[src/rtl/fetch_unit.sv]
// fetch_unit
// Instruction fetch stage that sits directly behind the program counter.
// Issues one instruction-memory read per PC value, with at most one request
// in flight, and pulses pc_en to advance the PC. Returned words are tagged
// with their PC and buffered in a small FIFO that feeds decode.
//
// Handshake: decode takes the head entry in any cycle where instr_valid and
// instr_ready are both high. instr/instr_pc hold steady while
// instr_valid=1 and instr_ready=0.
//
// Ports:
//   clk, rst        clock, synchronous active-high reset
//   fetch_en        run enable; when low no new request is issued
//   pc_addr         current PC value
//   pc_en           PC increment pulse, one per issued request
//   redirect        branch taken (PC overwritten in the same cycle)
//   imem_req        single-cycle read strobe; imem_addr valid with it
//   imem_addr       read address (pc_addr passed through)
//   imem_rvalid     read data valid, at least one cycle after imem_req
//   imem_rdata      read data
//   instr_valid     FIFO head valid
//   instr_ready     decode accepts the head entry
//   instr           head instruction
//   instr_pc        PC of the head instruction
//   dbg_state       FSM state (0=IDLE, 1=WAIT, 2=DISCARD)
//   dbg_count       FIFO occupancy
module fetch_unit #(
  parameter int ADDR_W  = 8,
  parameter int INSTR_W = 16,
  parameter int DEPTH   = 2
) (
  input  logic                     clk,
  input  logic                     rst,
  input  logic                     fetch_en,
  input  logic [ADDR_W-1:0]        pc_addr,
  output logic                     pc_en,
  input  logic                     redirect,
  output logic                     imem_req,
  output logic [ADDR_W-1:0]        imem_addr,
  input  logic                     imem_rvalid,
  input  logic [INSTR_W-1:0]       imem_rdata,
  output logic                     instr_valid,
  input  logic                     instr_ready,
  output logic [INSTR_W-1:0]       instr,
  output logic [ADDR_W-1:0]        instr_pc,
  output logic [1:0]               dbg_state,
  output logic [$clog2(DEPTH):0]   dbg_count
);

  localparam int PTR_W = $clog2(DEPTH);
  localparam int CNT_W = PTR_W + 1;

  typedef enum logic [1:0] {
    S_IDLE    = 2'd0,
    S_WAIT    = 2'd1,
    S_DISCARD = 2'd2
  } state_t;

  state_t               r_state;
  state_t               w_state_nxt;
  logic                 w_issue;
  logic                 w_push;
  logic                 w_pop;
  logic [ADDR_W-1:0]    r_req_pc;
  logic [INSTR_W-1:0]   r_mem_instr [DEPTH];
  logic [ADDR_W-1:0]    r_mem_pc    [DEPTH];
  logic [PTR_W-1:0]     r_wr_ptr;
  logic [PTR_W-1:0]     r_rd_ptr;
  logic [CNT_W-1:0]     r_count;

  // Next-state and request decode. A response arriving together with a
  // redirect belongs to the old path, so it completes the request but is
  // not pushed.
  always_comb begin
    w_state_nxt = r_state;
    w_issue     = 1'b0;
    w_push      = 1'b0;
    case (r_state)
      S_IDLE: begin
        if (fetch_en && !redirect && (r_count < CNT_W'(DEPTH))) begin
          w_issue     = 1'b1;
          w_state_nxt = S_WAIT;
        end
      end
      S_WAIT: begin
        if (imem_rvalid) begin
          w_push      = !redirect;
          w_state_nxt = S_IDLE;
        end else if (redirect) begin
          w_state_nxt = S_DISCARD;
        end
      end
      S_DISCARD: begin
        // The stale response still has to drain before a new request.
        if (imem_rvalid) begin
          w_state_nxt = S_IDLE;
        end
      end
      default: w_state_nxt = S_IDLE;
    endcase
  end

  always_ff @(posedge clk) begin
    if (rst) begin
      r_state  <= S_IDLE;
      r_req_pc <= '0;
    end else begin
      r_state <= w_state_nxt;
      if (w_issue) begin
        r_req_pc <= pc_addr;
      end
    end
  end

  assign imem_req    = w_issue & ~rst;
  assign pc_en       = w_issue & ~rst;
  assign imem_addr   = pc_addr;
  assign instr_valid = (r_count != '0);
  assign w_pop       = instr_valid & instr_ready;
  assign instr       = r_mem_instr[r_rd_ptr];
  assign instr_pc    = r_mem_pc[r_rd_ptr];
  assign dbg_state   = r_state;
  assign dbg_count   = r_count;

  // FIFO. A redirect flushes everything; a pop in that same cycle has
  // already been seen by decode, so nothing extra is needed for it.
  always_ff @(posedge clk) begin
    if (rst) begin
      r_wr_ptr <= '0;
      r_rd_ptr <= '0;
      r_count  <= '0;
      for (int i = 0; i < DEPTH; i++) begin
        r_mem_instr[i] <= '0;
        r_mem_pc[i]    <= '0;
      end
    end else if (redirect) begin
      r_wr_ptr <= '0;
      r_rd_ptr <= '0;
      r_count  <= '0;
    end else begin
      if (w_push) begin
        r_mem_instr[r_wr_ptr] <= imem_rdata;
        r_mem_pc[r_wr_ptr]    <= r_req_pc;
        r_wr_ptr              <= r_wr_ptr + PTR_W'(1);
      end
      if (w_pop) begin
        r_rd_ptr <= r_rd_ptr + PTR_W'(1);
      end
      if (w_push && !w_pop) begin
        r_count <= r_count + CNT_W'(1);
      end else if (w_pop && !w_push) begin
        r_count <= r_count - CNT_W'(1);
      end
    end
  end

endmodule

[config.mk]
export PLATFORM = sky130hd
export DESIGN_NAME = fetch_unit
export DESIGN_NICKNAME = d
export VERILOG_FILES = /design/src/rtl/fetch_unit.sv
export SDC_FILE = /design/constraint.sdc
export NUM_CORES = 1
export LEC_CHECK = 0
export BUFFER_PORTS_ARGS = -buffer_cell sky130_fd_sc_hd__clkbuf_2
export CAP_MARGIN = 20
export CORE_MARGIN = 2
export CORE_UTILIZATION = 50
export DETAILED_ROUTE_END_ITERATION = 10
export GPL_ROUTABILITY_DRIVEN = 0
export GPL_TIMING_DRIVEN = 1
export PLACE_DENSITY = 0.75
export SYNTH_ARGS = -nofsm -noshare
export SYNTH_HDL_FRONTEND = slang
export SYNTH_SLANG_ARGS = --single-unit
[constraint.sdc]
create_clock -name clk -period 6.2 [get_ports clk]
set_clock_uncertainty 0.2 [all_clocks]
set_input_delay 1.86 -clock clk [delete_from_list [all_inputs] [get_ports clk]]
set_output_delay 1.86 -clock clk [all_outputs]
set_load 0.02 [all_outputs]
Word-level counts from Yosys, hierarchy flattened --
Memories as Yosys holds them, arrays and structs flattened. A register that Yosys moved wholly into a read port is not among the register bits. Index checks and enable logic that the tools add are counted. Widths: inputs -> output; s select.
Word-level totals: register bits 14, memory bits (writable) 48, input bits 30, output and inout port bits 39, logic and storage cells 61, memories 2
Memories:
- r_mem_instr | depth 2, width 16, read ports 1, clocked after Yosys merged registers in 1, wr ports 2, RTL line 65 | logic [INSTR_W-1:0] r_mem_instr [DEPTH];
- r_mem_pc | depth 2, width 8, read ports 1, clocked after Yosys merged registers in 1, wr ports 2, RTL line 66 | logic [ADDR_W-1:0] r_mem_pc [DEPTH];
Operators by class: add/subtract/negate cells 4, magnitude comparators 1, equal/unequal tests 5, mux-type cells 27, bitwise logic cells 3, reductions and logical operators 14
Operators with widths (number):
- $mux 1 | 18
- $mux 16 | 1
- $reduce_or 16->1 | 1
- $mux 2 | 6
- $mux 8 | 1
- $reduce_or 8->1 | 1
- $pmux 2 s3 | 1
- $logic_and 1x1->1 | 4
- $ne 2x2->1 const B | 2
- $reduce_bool 2->1 | 2
- $logic_not 1->1 | 3
- $ne 3x3->1 const B | 1
- $reduce_and 3->1 | 1
- $add 1x1->1 const B | 2
- $add 2x1->2 const B | 1
- $and 1x1->1 | 2
- $eq 2x1->1 const B | 1
- $eq 2x2->1 const B | 1
- $logic_not 2->1 | 1
- $lt 2x2->1 const B | 1
- $reduce_or 2->1 | 1
- $sub 2x1->2 const B | 1
- $not 1->1 | 1

Logic depth before layout (Yosys ltp) --
Gate-level depths: netlist (run 1).
word-level depth 9, gate-level depth with buffers 6, depth with buffers taken out 6

Least setup slack after synthesis (run 1) --
OpenSTA, ideal clock, no wires.
kind input port to output port, start in fetch_en, end out pc_en, data arrival time 3.256 ns, data required time 4.140 ns, slack 0.884 ns, stages 3, buffers on the path 1, path through or3b_1 nor4_1 buf_4
Between the ends: word-level cells in the longest chain between the ends 5
RTL lines:
- start: declaration | RTL line 34 | input logic fetch_en,
- $logic_and 1x1->1 (2 in series) | RTL line 80 | if (fetch_en && !redirect && (r_count < CNT_W'(DEPTH))) begin
- $mux 1 | RTL line 80
- $mux 1 | RTL line 78 | case (r_state)
- $and 1x1->1
- end: declaration | RTL line 36 | output logic pc_en,
No other way between the ends.

Worst setup path after layout (run 1) --
start in fetch_en, end out imem_req
Between the ends: word-level cells in the longest chain between the ends 5
RTL lines:
- $logic_and 1x1->1 (2 in series) | RTL line 80
- $mux 1 | RTL line 80
- $mux 1 | RTL line 78
- $and 1x1->1 | RTL line 115 | assign imem_req = w_issue & ~rst;
- end: declaration | RTL line 38 | output logic imem_req,
No other way between the ends.

==> impl_metrics.json, run 1 <==
{
  "drt_pass1_iterations": 4,
  "die_w_um": 79.1,
  "antenna_found_initial": 0,
  "wire_per_inst_um": 13.6,
  "syn_inst": 209,
  "cts_setup_buffers": 0,
  "critPathKind": "in -> out",
  "first_iter_violations": 93,
  "synthDistinctLibCells": 29,
  "grt_pass1_wl_um": 7600,
  "core_um2": 5470,
  "swShare": 0.213,
  "syn_avg_cell_area_um2": 13.5,
  "clock_latency_ns": 0.33,
  "utilization": 0.619,
  "cts_tree": "built",
  "synth-main-ff-cell": "edfxtp_1",
  "grt.met1_usage": 0.205,
  "final_max_slew_viol_count": 0,
  "ant_nets": 0,
  "r2r-start": "dbg_state[0]",
  "place.detailed.hpwl_um": 3020,
  "fin_area_um2": 3390,
  "worstHoldStart": "r_req_pc[7]",
  "port_buffers": 68,
  "use_met3": 0.0466,
  "cts_num_sinks": 63,
  "grt_pass1_vias": 1590,
  "cts-root-buf": "clkbuf_8",
  "reg2regPathDepth": 3,
  "power.switching_mw": 0.190,
  "cts_hold_buf": 0,
  "viasPerCell": 4.86,
  "whs_endpoint": "r_req_pc[7]",
  "yosys_warnings": 0,
  "cts_buffers": 9,
  "cts_max_level": 3,
  "grt_max_degree": 25,
  "crit_arrival_ns": 2.84,
  "clkTransAtPathRegs_ns": 0.06,
  "fmax_mhz": 204,
  "outcome": "finished clean",
  "multi_input_area_um2": 952,
  "hold_depth": 2,
  "rsz0062_at_grt": "false",
  "boundaryPins": 69,
  "irDropWorstVdd_mv": 0.147,
  "postCtsResizedCells": 0,
  "yosysTopAreaCellShare": 0.511,
  "cap_violations": 0,
  "overflow": 0,
  "crit_fanout": 3,
  "r2r-end": "r_mem_pc[0][6]",
  "final_cells": 350,
  "syn_to_final_growth_pct": 20.0,
  "track_usage": 0.163,
  "p_per_area_nw_per_um2": 264,
  "netlist_top_cells_count": "and2_1 (48), edfxtp_1 (48), mux2_2 (25)",
  "rows": 27,
  "antennaDiodeCount": 0,
  "pwr-share-clk": 0.395,
  "synth.largest_area_cell": "edfxtp_1",
  "synth_nets": 240,
  "layout_min_cycle_time_ns": 4.90,
  "clockBufferDepth": 2,
  "layout-drive-gt1-share": 0.414,
  "hold_path.class": "reg -> reg",
  "top_usage_layer": "met2",
  "yosys_register_bits": 63,
  "final-hold-violation-count": 0,
  "fillers": 430,
  "p_int_mw": 0.704,
  "use_met2": 0.264,
  "drc_errors": 0,
  "finalCritPeriodShare": 0.791,
  "die-area_um2": 6260,
  "setup_tns_ns": 0,
  "async_reset_ff_frac": 0,
  "combPwrFrac": 0.075,
  "synth-edff-count": 48,
  "start_kind": "input pin",
  "worst_slew_pin_slew_ns": 1.04,
  "p_seq_frac": 0.530,
  "synthTopCellsByArea": "edfxtp_1 (51%), and2_1 (11%), dfxtp_1 (11%)",
  "final_nets": 304,
  "wirelength_um": 4750,
  "p_leak_nw": 1.40,
  "vias": 1702,
  "die_h_um": 79.1,
  "regArea_um2": 1740,
  "r2r_setup_slack_ns": 4.05,
  "setup-violations-final": 0,
  "slew_headroom": 0.302,
  "placed_cells_incl_taps": 332,
  "dpl-instance-area_um2": 3140,
  "synth.cell_area_um2": 2820,
  "endpoint_kind": "output pin",
  "ys_seq_area_frac": 0.617,
  "required_ns": 4.14,
  "initial_core_util": 0.516
}
power by group through the flow:
stage / combinational (mW) / sequential (mW) / clock (mW)
4_1_cts: 0.0660 / 0.474 / 0.363
5_1_grt: 0.0736 / 0.475 / 0.383
6_report: 0.0674 / 0.474 / 0.353
3_5_place_dp: 0.0656 / 0.483 / 0
2_1_floorplan: 0.0438 / 0.482 / 0
3_3_place_gp: 0.0652 / 0.482 / 0
worst max-delay path by stage:
stage / start / endpoint
6_report: fetch_en / imem_req
5_1_grt: fetch_en / pc_en
4_1_cts: fetch_en / imem_req
3_5_place_dp: fetch_en / imem_req
3_3_place_gp: fetch_en / imem_req
2_1_floorplan: fetch_en / pc_en
registers in the layout (all words and copies together) (netlist names), named ones only:
name,count
r_mem_instr,32
r_mem_pc,16
r_req_pc,8
dbg_count,2
dbg_state,2
r_rd_ptr,1
r_wr_ptr,1
worst max-delay path: stages:
cell	delay, ns
clkbuf_2	0.07
or3b_1	0.42
nor4_1	0.26
clkbuf_2	0.23
layout make-up:
cell class	instances	area share
clock inverters	3	0.0118
flip-flops and latches	63	0.514
repair buffers	72	0.118
inverters	1	0.00111
clock buffers	13	0.0473
well taps	72	0.0266
multi-input cells	126	0.281
per-stage QoR:
| stage | total power, mW | hold WS, ns | worst slack [ns] |
|---|---|---|---|
| 3_3_place_gp | 0.547 | 0.248 | 1.32 |
| 5_1_grt | 0.931 | 0.302 | 1.24 |
| 3_5_place_dp | 0.549 | 0.257 | 1.28 |
| 6_report | 0.894 | 0.262 | 1.30 |
| 4_1_cts | 0.903 | 0.266 | 1.28 |
| 2_1_floorplan | 0.526 | 0.239 | 0.884 |
per-layer routing:
layer / share of wire / vias to the layer above / wire (um)
met5: 0 / - / 0
met4: 0.0084 / 0 / 40
met3: 0.063 / 6 / 298
met2: 0.49 / 58 / 2310
met1: 0.44 / 787 / 2100
li1: - / 851 / -
layout by cell type, fill, tap and decap left out, types with 3 or more instances in the layout:
cell type,synthesis,routed
clkbuf_2,0,68
mux2i_1,8,8
nand2_1,18,18
edfxtp_1,48,48
xor2_1,3,3
clkbuf_8,0,9
nor2_1,3,3
clkbuf_1,3,3
and2_1,48,48
dfxtp_1,15,15
o21ai_0,3,3
mux2_2,25,25
kinds of logic after synthesis:
kind of cell | count (synthesis) | synth area share
compound gates | 7 | 0.0146
buf+inv | 20 | 0.0479
simple gates | 82 | 0.178
xor+xnor | 3 | 0.00931
mux | 33 | 0.128
fa+ha+maj | 1 | 0.00443
flops | 63 | 0.617
No activity file was read; power rests on OpenSTA's default activity.
==> inputs of run 2 (changes only) <==
- CORE_UTILIZATION: 50 -> 48
- PLACE_DENSITY: 0.75 -> 0.76
- clock period: 6.2 -> 4 ns (I/O delays scaled with it)
==> impl_metrics.json, run 2 (same netlist as run 1, synthesis figures left out) <==
{
  "clock_latency_ns": 0.33,
  "cp_cell_sequence": "clkbuf_2, or3b_1, nor4_1, clkbuf_2",
  "p_per_area_nw_per_um2": 451,
  "antenna_found_initial": 0,
  "final_max_slew_viol_count": 0,
  "largest_reg_flops": 32,
  "irDropWorstVdd_mv": 0.317,
  "crit_top_cell": "clkbuf_2",
  "start_kind": "input pin",
  "place.detailed.hpwl_um": 3050,
  "layout_min_cycle_time_ns": 3.60,
  "p_leak_nw": 1.42,
  "cp_slowest_cell": "or3b_1",
  "grt_pass1_wl_um": 7540,
  "outcome": "finished clean",
  "rsz0062_at_grt": "false",
  "ant_nets": 0,
  "hold_path.class": "reg -> reg",
  "cts_setup_buffers": 0,
  "drt_pass1_iterations": 4,
  "final_cell_mix": "clkbuf_2 (68), and2_1 (48), edfxtp_1 (48)",
  "cts_buffers": 9,
  "postCtsResizedCells": 0,
  "required_ns": 2.60,
  "dpl-instance-area_um2": 3180,
  "regArea_um2": 1740,
  "setup_tns_ns": 0,
  "wirelength_um": 4650,
  "worst_slew_pin_slew_ns": 0.605,
  "slowest_delay_ns": 0.42,
  "setup-violations-final": 0,
  "preCtsSetupSlack_ns": 0.405,
  "syn_to_final_growth_pct": 21.8,
  "critPathBufInv": 2,
  "crit_arrival_ns": 2.20,
  "final_nets": 305,
  "cts_tree": "built",
  "wire_per_inst_um": 13.3,
  "final-hold-violation-count": 0,
  "fin_area_um2": 3440,
  "slew_headroom": 0.594,
  "first_iter_violations": 97,
  "grt_pass1_vias": 1612,
  "clkTransAtPathRegs_ns": 0.07,
  "viasPerCell": 4.76,
  "cts-root-buf": "clkbuf_8",
  "fillers": 457,
  "grt_max_degree": 25,
  "die_w_um": 80.7,
  "finalCritPeriodShare": 0.901,
  "crit_fanout": 3,
  "reg.largest.list": "r_mem_instr (32), r_mem_pc (16), r_req_pc (8)",
  "endpoint_kind": "output pin",
  "cts_max_level": 3,
  "cts_hold_buf": 0,
  "cap_violations": 0,
  "port_buffers": 68,
  "layout-drive-gt1-share": 0.423,
  "overflow": 0,
  "rows": 27,
  "initial_core_util": 0.503,
  "cts_num_sinks": 63,
  "antennaDiodeCount": 0,
  "cp_top_family": "simple AND/OR/NAND/NOR gates",
  "die-area_um2": 6510,
  "track_usage": 0.161,
  "multi_input_area_um2": 963,
  "critPathKind": "in -> out",
  "registers.top_by_ff_count": "r_mem_instr",
  "core_um2": 5610,
  "boundaryPins": 69,
  "fmax_mhz": 278,
  "final_common_cell": "clkbuf_2",
  "vias": 1671,
  "holdWs_ns": 0.266,
  "clockBufferDepth": 2,
  "drc_errors": 0,
  "die_h_um": 80.7,
  "finalWorstSetupSlack_ns": 0.397
}
==> run 2: changes by cell type in the layout (fill, tap and decap cells not counted) <==
cell	before	now
clkbuf_16	1	0
o41ai_4	0	1
buf_4	2	5
buf_16	1	0
clkbuf_1	3	1
o41ai_2	1	0
clkinvlp_4	0	1
clkinv_2	2	1
buf_8	1	0
bufinv_16	1	4
==> run 2: cell type report <==
type	count	share of cell area
multi-input combinational	126	0.280
tap	72	0.0262
timing repair buffer	73	0.110
inverter	1	0.00109
clock buffer	10	0.0371
sequential	63	0.507
clock inverter	6	0.0386
==> run 2: layer usage <==
metal  GRT usage  vias up  routed length [um]
li1            -      851                   -
met1       0.181      760                1940
met2       0.267       50                2320
met3      0.0539       10                 293
met4      0.0898        0                  97
met5           0        -                   0
==> run 2: worst reg2reg max path, stage by stage, from the launching register on <==
cell,delay (ns)
dfxtp_1,0.40
nand2_1,0.25
nor4_4,0.60
buf_4,0.28
and2_1,0.14
==> run 2: stage by stage <==
| stage | cells | util | total power [mW] |
|---|---|---|---|
| after floorplan | 209 | - | 0.815 |
| after global placement | 335 | 0.566 | 0.850 |
| after detailed placement | 335 | 0.566 | 0.852 |
| after CTS | 351 | 0.613 | 1.57 |
| after global routing | 351 | 0.613 | 1.61 |
| final | 351 | 0.613 | 1.55 |
==> run 2: worst paths after layout <==
path,from,endpoint,slack (ns),cells after the start
worst max register to register,dbg_state[0],r_mem_instr[0][13],2.01,4
worst max-delay path,fetch_en,imem_req,0.40,4
worst min register to register,r_req_pc[2],r_req_pc[2],0.27,2
worst min-delay path,r_req_pc[2],r_req_pc[2],0.27,2
==> run 2: report_power, final <==
group / total [mW] / internal, mW / switching (mW) / leakage [nW]
combinational: 0.103 / 0.0405 / 0.0623 / 0.679
sequential: 0.733 / 0.725 / 0.00841 / 0.619
clock: 0.712 / 0.476 / 0.236 / 0.126
==> inputs of run 3 (changes only) <==
- CTS_BUF_LIST: default -> sky130_fd_sc_hd__clkbuf_16
==> impl_metrics.json, run 3 (same netlist as run 1, synthesis figures left out) <==
{
  "cts_tree": "built",
  "die_w_um": 80.7,
  "final-hold-violation-count": 0,
  "rows": 27,
  "p_leak_nw": 1.47,
  "crit_fanout": 3,
  "final_nets": 305,
  "final_common_cell": "clkbuf_2",
  "ant_nets": 0,
  "port_buffers": 68,
  "layout_min_cycle_time_ns": 3.59,
  "reg2regPathDepth": 4,
  "irDropWorstVdd_mv": 0.402,
  "cap_violations": 0,
  "utilization": 0.631,
  "registers.top_by_ff_count": "r_mem_instr",
  "final_cell_mix": "clkbuf_2 (68), and2_1 (48), edfxtp_1 (48)",
  "drt_pass1_iterations": 4,
  "crit_arrival_ns": 2.19,
  "grt_pass1_vias": 1605,
  "boundaryPins": 69,
  "antenna_found_initial": 0,
  "worst_slew_pin_slew_ns": 0.618,
  "outcome": "finished clean",
  "finalCritPeriodShare": 0.898,
  "cts_buffers": 9,
  "worstHoldStart": "r_req_pc[0]",
  "clkTransAtPathRegs_ns": 0.05,
  "clock_latency_ns": 0.33,
  "grt_pass1_wl_um": 7790,
  "wirelength_um": 4780,
  "hold_depth": 2,
  "preCtsSetupSlack_ns": 0.405,
  "rsz0062_at_grt": "false",
  "drc_errors": 0,
  "required_ns": 2.60,
  "vias": 1690,
  "antennaDiodeCount": 0,
  "final_max_slew_viol_count": 0,
  "cts_num_sinks": 63,
  "r2r-start": "dbg_state[0]",
  "setup-violations-final": 0,
  "reg.largest.list": "r_mem_instr (32), r_mem_pc (16), r_req_pc (8)",
  "grt_max_degree": 25,
  "largest_reg_flops": 32,
  "track_usage": 0.169,
  "layout-drive-gt1-share": 0.423,
  "overflow": 0,
  "place.detailed.hpwl_um": 3050,
  "die_h_um": 80.7,
  "startpoint": "fetch_en",
  "core_um2": 5610,
  "setup_tns_ns": 0,
  "wire_per_inst_um": 13.6,
  "cts_max_level": 3,
  "postCtsResizedCells": 0,
  "die-area_um2": 6510,
  "cts_hold_buf": 0,
  "p_per_area_nw_per_um2": 502,
  "initial_core_util": 0.503,
  "endpoint_kind": "output pin",
  "first_iter_violations": 89,
  "critPathKind": "in -> out",
  "syn_to_final_growth_pct": 25.4,
  "cts_setup_buffers": 0,
  "finalWorstSetupSlack_ns": 0.406,
  "fmax_mhz": 278,
  "start_kind": "input pin",
  "hold_path.class": "reg -> reg",
  "power_mw": 1.78,
  "slew_headroom": 0.585,
  "viasPerCell": 4.81,
  "clockBufferDepth": 2,
  "cts-root-buf": "clkbuf_16"
}
-- run 3: cell type report --
type | count | area, um2
clock buffer | 9 | 225
inverter | 1 | 3.75
sequential | 63 | 1740
timing repair buffer | 73 | 378
fill | 435 | 2070
multi-input combinational | 126 | 963
tap | 72 | 90.1
clock inverter | 7 | 136
-- run 3: routing by layer --
| layer | part of all wire | vias to the layer above | track usage |
|---|---|---|---|
| li1 | - | 855 | - |
| met1 | 0.41 | 774 | 0.195 |
| met2 | 0.50 | 49 | 0.270 |
| met3 | 0.055 | 12 | 0.0551 |
| met4 | 0.030 | 0 | 0.107 |
| met5 | 0 | - | 0 |
-- run 3: worst max-delay path: stages --
cell      delay (ns)
clkbuf_2        0.07
or3b_1          0.42
nor4_1          0.27
clkbuf_2        0.23
-- run 3: path summary, 6_finish.rpt --
| path | end | slack (ns) |
|---|---|---|
| setup / recovery | imem_req | 0.41 |
| hold / removal | r_req_pc[0] | 0.26 |
| setup reg to reg | r_mem_instr[0][12] | 1.97 |
| hold reg to reg | r_req_pc[0] | 0.26 |
-- run 3: metrics by stage --
step / area [um2] / instances / hold slack (ns)
floorplan: 2830 / 209 / 0.239
global placement: 3180 / 335 / 0.246
detailed placement: 3180 / 335 / 0.252
CTS: 3540 / 351 / 0.264
global route: 3540 / 351 / 0.280
finish: 3540 / 351 / 0.264
-- run 3: report_power, final --
group          switching [mW]  internal (mW)  total, mW
logic                  0.0626         0.0405      0.103
registers             0.00874          0.726      0.735
clock network           0.270          0.667      0.937
total                   0.341           1.43       1.78
